## config.mk

```make
export PLATFORM = sky130hd
export DESIGN_NAME = mem_port_arbiter
export DESIGN_NICKNAME = d
export VERILOG_FILES = /design/src/rtl/mem_port_arbiter.sv
export SDC_FILE = /design/constraint.sdc
export NUM_CORES = 1
export LEC_CHECK = 0
export CORE_ASPECT_RATIO = 0.7
export CORE_UTILIZATION = 43
export CTS_BUF_LIST = sky130_fd_sc_hd__clkbuf_2
export DETAILED_ROUTE_END_ITERATION = 7
export GPL_TIMING_DRIVEN = 0
export PLACE_DENSITY = 0.82
export SLEW_MARGIN = 10
export SYNTH_ARGS = -nofsm -noshare
export SYNTH_HDL_FRONTEND = slang
export SYNTH_SLANG_ARGS = --single-unit
```

## constraint.sdc

```tcl
create_clock -name clk -period 2.1 [get_ports clk]
set_clock_uncertainty 0.1 [all_clocks]
set_input_delay 0.42 -clock clk [delete_from_list [all_inputs] [get_ports clk]]
set_output_delay 0.42 -clock clk [all_outputs]
set_load 0.005 [all_outputs]
```

## src/rtl/mem_port_arbiter.sv

```systemverilog
// Shares one single-port memory between instruction fetch and data load/store,
// running each access for a fixed number of wait states and acknowledging with a one-cycle pulse.
module mem_port_arbiter #(
    parameter int ADDR_W       = 32,
    parameter int DATA_W       = 32,
    parameter int WAIT_CYCLES  = 2,
    parameter int MAX_DATA_RUN = 2
) (
    input  logic              clk,
    input  logic              rst,
    input  logic              if_req,
    input  logic [ADDR_W-1:0] if_addr,
    output logic              if_ack,
    output logic [DATA_W-1:0] if_rdata,
    input  logic              d_req,
    input  logic              d_we,
    input  logic [ADDR_W-1:0] d_addr,
    input  logic [DATA_W-1:0] d_wdata,
    output logic              d_ack,
    output logic [DATA_W-1:0] d_rdata,
    output logic              mem_en,
    output logic              mem_we,
    output logic [ADDR_W-1:0] mem_addr,
    output logic [DATA_W-1:0] mem_wdata,
    input  logic [DATA_W-1:0] mem_rdata,
    output logic              busy
);

    typedef enum logic [1:0] {
        IDLE,
        ACCESS,
        RESP
    } state_t;

    localparam logic [3:0] WAIT_INIT = 4'(WAIT_CYCLES);
    localparam logic [1:0] RUN_LIMIT = 2'(MAX_DATA_RUN);

    state_t            state_reg;
    logic [3:0]        cnt_reg;
    logic [1:0]        run_reg;
    logic              grant_d_reg;
    logic              mem_en_reg;
    logic              mem_we_reg;
    logic [ADDR_W-1:0] mem_addr_reg;
    logic [DATA_W-1:0] mem_wdata_reg;
    logic              if_ack_reg;
    logic              d_ack_reg;
    logic [DATA_W-1:0] if_rdata_reg;
    logic [DATA_W-1:0] d_rdata_reg;
    logic              busy_reg;
    logic              fetch_wins;

    // Data normally wins; fetch wins only when it is alone or the data run hit its limit.
    assign fetch_wins = if_req && (!d_req || (run_reg == RUN_LIMIT));

    always_ff @(posedge clk or negedge rst) begin
        if (!rst) begin
            state_reg     <= IDLE;
            cnt_reg       <= '0;
            run_reg       <= '0;
            grant_d_reg   <= 1'b0;
            mem_en_reg    <= 1'b0;
            mem_we_reg    <= 1'b0;
            mem_addr_reg  <= '0;
            mem_wdata_reg <= '0;
            if_ack_reg    <= 1'b0;
            d_ack_reg     <= 1'b0;
            if_rdata_reg  <= '0;
            d_rdata_reg   <= '0;
            busy_reg      <= 1'b0;
        end else begin
            case (state_reg)
                IDLE: begin
                    if (if_req || d_req) begin
                        state_reg   <= ACCESS;
                        cnt_reg     <= WAIT_INIT;
                        busy_reg    <= 1'b1;
                        mem_en_reg  <= 1'b1;
                        grant_d_reg <= !fetch_wins;
                        if (fetch_wins) begin
                            mem_addr_reg  <= if_addr;
                            mem_we_reg    <= 1'b0;
                            mem_wdata_reg <= '0;
                            run_reg       <= '0;
                        end else begin
                            mem_addr_reg  <= d_addr;
                            mem_we_reg    <= d_we;
                            mem_wdata_reg <= d_wdata;
                            if (run_reg != 2'd3) begin
                                run_reg <= run_reg + 2'd1;
                            end
                        end
                    end
                end
                ACCESS: begin
                    if (cnt_reg != 4'd0) begin
                        cnt_reg <= cnt_reg - 4'd1;
                    end else begin
                        // Last access cycle: memory data is valid now, so capture it for the ack cycle.
                        state_reg     <= RESP;
                        mem_en_reg    <= 1'b0;
                        mem_we_reg    <= 1'b0;
                        mem_addr_reg  <= '0;
                        mem_wdata_reg <= '0;
                        if (grant_d_reg) begin
                            d_ack_reg   <= 1'b1;
                            d_rdata_reg <= mem_rdata;
                        end else begin
                            if_ack_reg   <= 1'b1;
                            if_rdata_reg <= mem_rdata;
                        end
                    end
                end
                RESP: begin
                    state_reg  <= IDLE;
                    if_ack_reg <= 1'b0;
                    d_ack_reg  <= 1'b0;
                    busy_reg   <= 1'b0;
                end
                default: begin
                    state_reg <= IDLE;
                end
            endcase
        end
    end

    assign mem_en    = mem_en_reg;
    assign mem_we    = mem_we_reg;
    assign mem_addr  = mem_addr_reg;
    assign mem_wdata = mem_wdata_reg;
    assign if_ack    = if_ack_reg;
    assign d_ack     = d_ack_reg;
    assign if_rdata  = if_rdata_reg;
    assign d_rdata   = d_rdata_reg;
    assign busy      = busy_reg;

endmodule

```

Word-level counts from Yosys, hierarchy flattened
Cells that the tools add are included.

cells by class
  $add $sub $neg = 2
  equal/unequal tests = 9
  multiplexer cells = 28
  bitwise operators = 2
  reduce and logical (&&, ||, !) cells = 21

operator list
  kind                                               number
  2-to-1 mux 32 bit                                  5
  one-hot mux 32 bit (2 select lines)                2
  AND reduction 3 bit                                7
  inequality test 2 bit (second input constant)      6
  one-hot mux 1 bit (2 select lines)                 5
  2-to-1 mux 1 bit                                   8
  2-to-1 mux 2 bit                                   4
  2-to-1 mux 4 bit                                   2
  one-hot mux 4 bit (2 select lines)                 1
  nonzero test 2 bit                                 4
  AND reduction 2 bit                                3
  == test 2 bit (second input constant)              2
  one-hot mux 2 bit (2 select lines)                 1
  nonzero test 4 bit                                 1
  subtractor 4 x 1 -> 4 bit (second input constant)  1
  adder 2 x 1 -> 2 bit (second input constant)       1
  == test 2 x 1 -> 1 bit (second input constant)     1
  logical NOT 1 bit                                  2
  logical NOT 2 bit                                  1
  logical OR 1 bit                                   2
  inverter 1 bit                                     2
  logical AND 1 bit                                  1

storage, ports and cells
  bits in registers = 142
  output and inout bits = 133
  word-level logic and storage cells = 75

Longest topological paths before layout
  depth after elaboration = 6
  gate-level depth with buffers = 8
  gate-level depth less buffers = 6

Least setup slack after synthesis
OpenSTA, ideal clock, no wires.

  kind = register -> register
  start point = register run_reg[0]
  end point = register mem_addr_reg[13] (netlist: mem_addr[13])
  library setup time = 0.133 ns
  arrival time = 1.484 ns
  required time = 1.867 ns
  path slack = 0.383 ns
  cell stages (with the launch flop) = 7
  clock period less this slack = 1.717 ns
  path through = dfrtp_1 > inv_1 > ha_1 > o21ai_2 > buf_2 > mux2i_1 > o21ai_0

between the ends
  cells in the longest elaborated chain, start to end = 6

ends and longest elaborated chain
  item                                 line  source
  start, declared                      40    logic [1:0] run_reg;
  start signal, assigned               90    run_reg <= run_reg + 2'd1;
  == test 2 bit                        54    assign fetch_wins = if_req && (!d_req || (run_reg == RUN_LIMIT));
  logical OR 1 bit                     54
  logical AND 1 bit                    54
  2-to-1 mux 32 bit                    80    if (fetch_wins) begin
  2-to-1 mux 32 bit                    74    if (if_req || d_req) begin
  one-hot mux 32 bit (2 select lines)  72    case (state_reg)
  end signal, assigned                 81    mem_addr_reg <= if_addr;
  end signal, assigned                 86    mem_addr_reg <= d_addr;
  end, declared                        44    logic [ADDR_W-1:0] mem_addr_reg;

No other way between the ends. The select of a mux whose other input is x is not followed.
A chain may end at the register's enable or synchronous reset.

Worst setup path after layout
  start point = register run_reg[0]
  end point = register mem_addr_reg[26] (netlist: mem_addr[26])

The elaborated chain is that of the path after synthesis.

==> impl_metrics.ini <==
[run_status]
outcome = completed

[setup_path]
crit_required_ns = 2.50
critPathMaxFanout = 10
r2r_start = run_reg[0]
critPathLaunchType = register
startpoint = run_reg[0]
crit_path_end_kind = register
critPathKind = reg -> reg
arrival_ns = 2.41

[clock_tree]
cts-buffers-inserted = 17
path_clk_slew_ns = 0.24
clk_latency_ns = 0.64
cts_tree = built
clkSinkCount = 142
h-tree-depth = 4
clockBufferDepth = 2
cts_root_buf = clkbuf_2

[sta]
fin_tns_setup_ns = 0
final_hold_viol_count = 0
fmax_mhz = 499
worst_pin_slew_ns = 0.731
slew_violations = 0
finalCritPeriodShare_pct = 95.4
final-setup-viol-count = 0
min_period_ns = 2.00
relSlewSlack_pct = 51.2

[routing]
routed_wl_um = 17100
drt_iter0_drc = 131
vias_per_cell = 5.05
vias = 4837
ant_nets = 0
drc = 0
dr.pass1.iters = 4
wire_per_inst_um = 17.8

[floorplan]
die_area_mm2 = 0.0142
die_x_um = 142
core_area_mm2 = 0.0133
rows = 35
die_h_um = 100
io-pin-count = 266
start_util_pct = 44.6

[finish]
nNetsFinal = 896
diodes = 0
finalInstanceArea_mm2 = 0.00919
synthToLayoutAreaGrowth_pct = 55.5
drive_gt1_share_pct = 21.0

[global_route]
grt_pass1_wl_um = 26800
grt_start_max_net_pins = 81
track_usage_pct = 24.6
gr-total-overflow = 0
antenna_found_initial = 0
grt_pass1_vias = 5146

[min_path]
hold_path.class = in -> reg
min-delay-start = d_wdata[3]

[placement]
placed_area_mm2 = 0.00882
io_buffers = 265
gp_congestion = 0.812
dp_hpwl_um = 12600

[synth]
yosys_most_used_dff = dfrtp_1
synth_cell_type_count = 34
synth-edff-count = 0
avgSynthCellArea_um2 = 13.5
syn_area_mm2 = 0.00591
yosysTopAreaCell = dfrtp_1
netlist.area_leader.share_pct = 60.1
yosysMostFrequentCell = dfrtp_1
async_reset_ff_share_pct = 100
synth_common_cells = dfrtp_1 (142), nand3_1 (43), mux2_2 (35)
synth_nets = 575
ys_ff_latch = 142
synthCells = 438
ys_top_cells_by_area = dfrtp_1 (60%), mux2_4 (7.4%), mux2_2 (6.7%), mux2i_1 (5.8%), a32o_1 (3.9%)
ys_seq_area_share_pct = 60.1
yosys_warnings = 0

[power]
ir_drop_uv = 609
power_uw = 11800
power_density_mw_per_mm2 = 1280
leakage_uw = 0.00457

[job]
maxCapViolCount = 0
## where the power goes
group          switching, µW  internal [µW]
clock                   1060            581
combinational           2310           3130
sequential               700           4000
## per-stage QoR
stage / instances / worst slack [ns] / hold slack (ns) / util, %
2_1_floorplan: 438 / 0.383 / 0.0244 / -
3_3_place_gp: 888 / -4.87 / 0.361 / 66.3
3_5_place_dp: 889 / -0.440 / 0.368 / 66.5
4_1_cts: 953 / 0.0255 / 0.0885 / 69.0
5_1_grt: 957 / -0.0231 / 0.0797 / 69.3
6_report: 957 / 0.0959 / 0.182 / 69.3
## critical path: stages, from the launching register on
cell,delay (ns)
dfrtp_1,0.43
inv_1,0.08
ha_1,0.28
o21ai_4,0.31
buf_4,0.29
mux2i_1,0.24
o21ai_0,0.12
## final timing paths
kind                                 to  slack [ns]  cells past startpoint
setup / recovery           mem_addr[26]         0.1                      6
hold / removal             mem_wdata[3]        0.18                      3
setup reg to reg           mem_addr[26]         0.1                      6
hold reg to reg                    busy        0.40                      2
max in group asynchronous  mem_addr[14]        0.85                      3
min in group asynchronous   d_rdata[20]        0.23                      2
## cell usage in the layout, fill, tap and decap left out, drive strengths merged, types with 4 or more instances in the layout
cell type / synthesis / layout
buf: 22 / 57
clkinvlp: 0 / 4
inv: 7 / 13
nand4: 10 / 10
ha: 4 / 4
clkbuf: 11 / 32
a32o: 23 / 23
nand3: 44 / 44
nand2b: 4 / 4
o21ai: 34 / 34
mux2i: 34 / 34
mux2: 64 / 64
nand2: 22 / 22
dfrtp: 142 / 142
clkdlybuf4s50: 0 / 131
dlygate4sd2: 0 / 133
## timing repair
| item | CTS | global route |
|---|---|---|
| resized for setup | 134 | 8 |
| setup buffers | 31 | 4 |
| setup endpoints to repair | 140 | 41 |
| pin swaps | 0 | 2 |
| hold endpoints to repair | 79 | 0 |
| hold buffers | 1 | 0 |
## layout make-up
type | instances | area (µm²)
buffer | 33 | 191
clock buffer | 19 | 95.1
clock inverter | 13 | 153
fill | 1009 | 4080
inverter | 7 | 26.3
multi-input combinational | 256 | 2160
sequential | 142 | 3550
tap | 185 | 231
timing repair buffer | 302 | 2790
## cells by family after synthesis
logic type,after synthesis,share of synthesized area [%]
AO/OA/AOI/OAI,68,8.44
adder cells (fa/ha/maj),4,0.847
buffers and inverters,40,3.56
flip-flops,142,60.1
multiplexers,98,19.8
AND/OR/NAND/NOR,86,7.26
## metal layers
layer	wire length, µm	global-route usage, %	vias to the layer above	part of all wire (%)
met4	274	7.94	0	1.6
met2	8190	41.3	181	48
met1	7470	31.2	2400	44
met3	1120	6.63	20	6.6
li1	-	-	2236	-
met5	0	0	-	0
(Power assumes the default switching activity.)
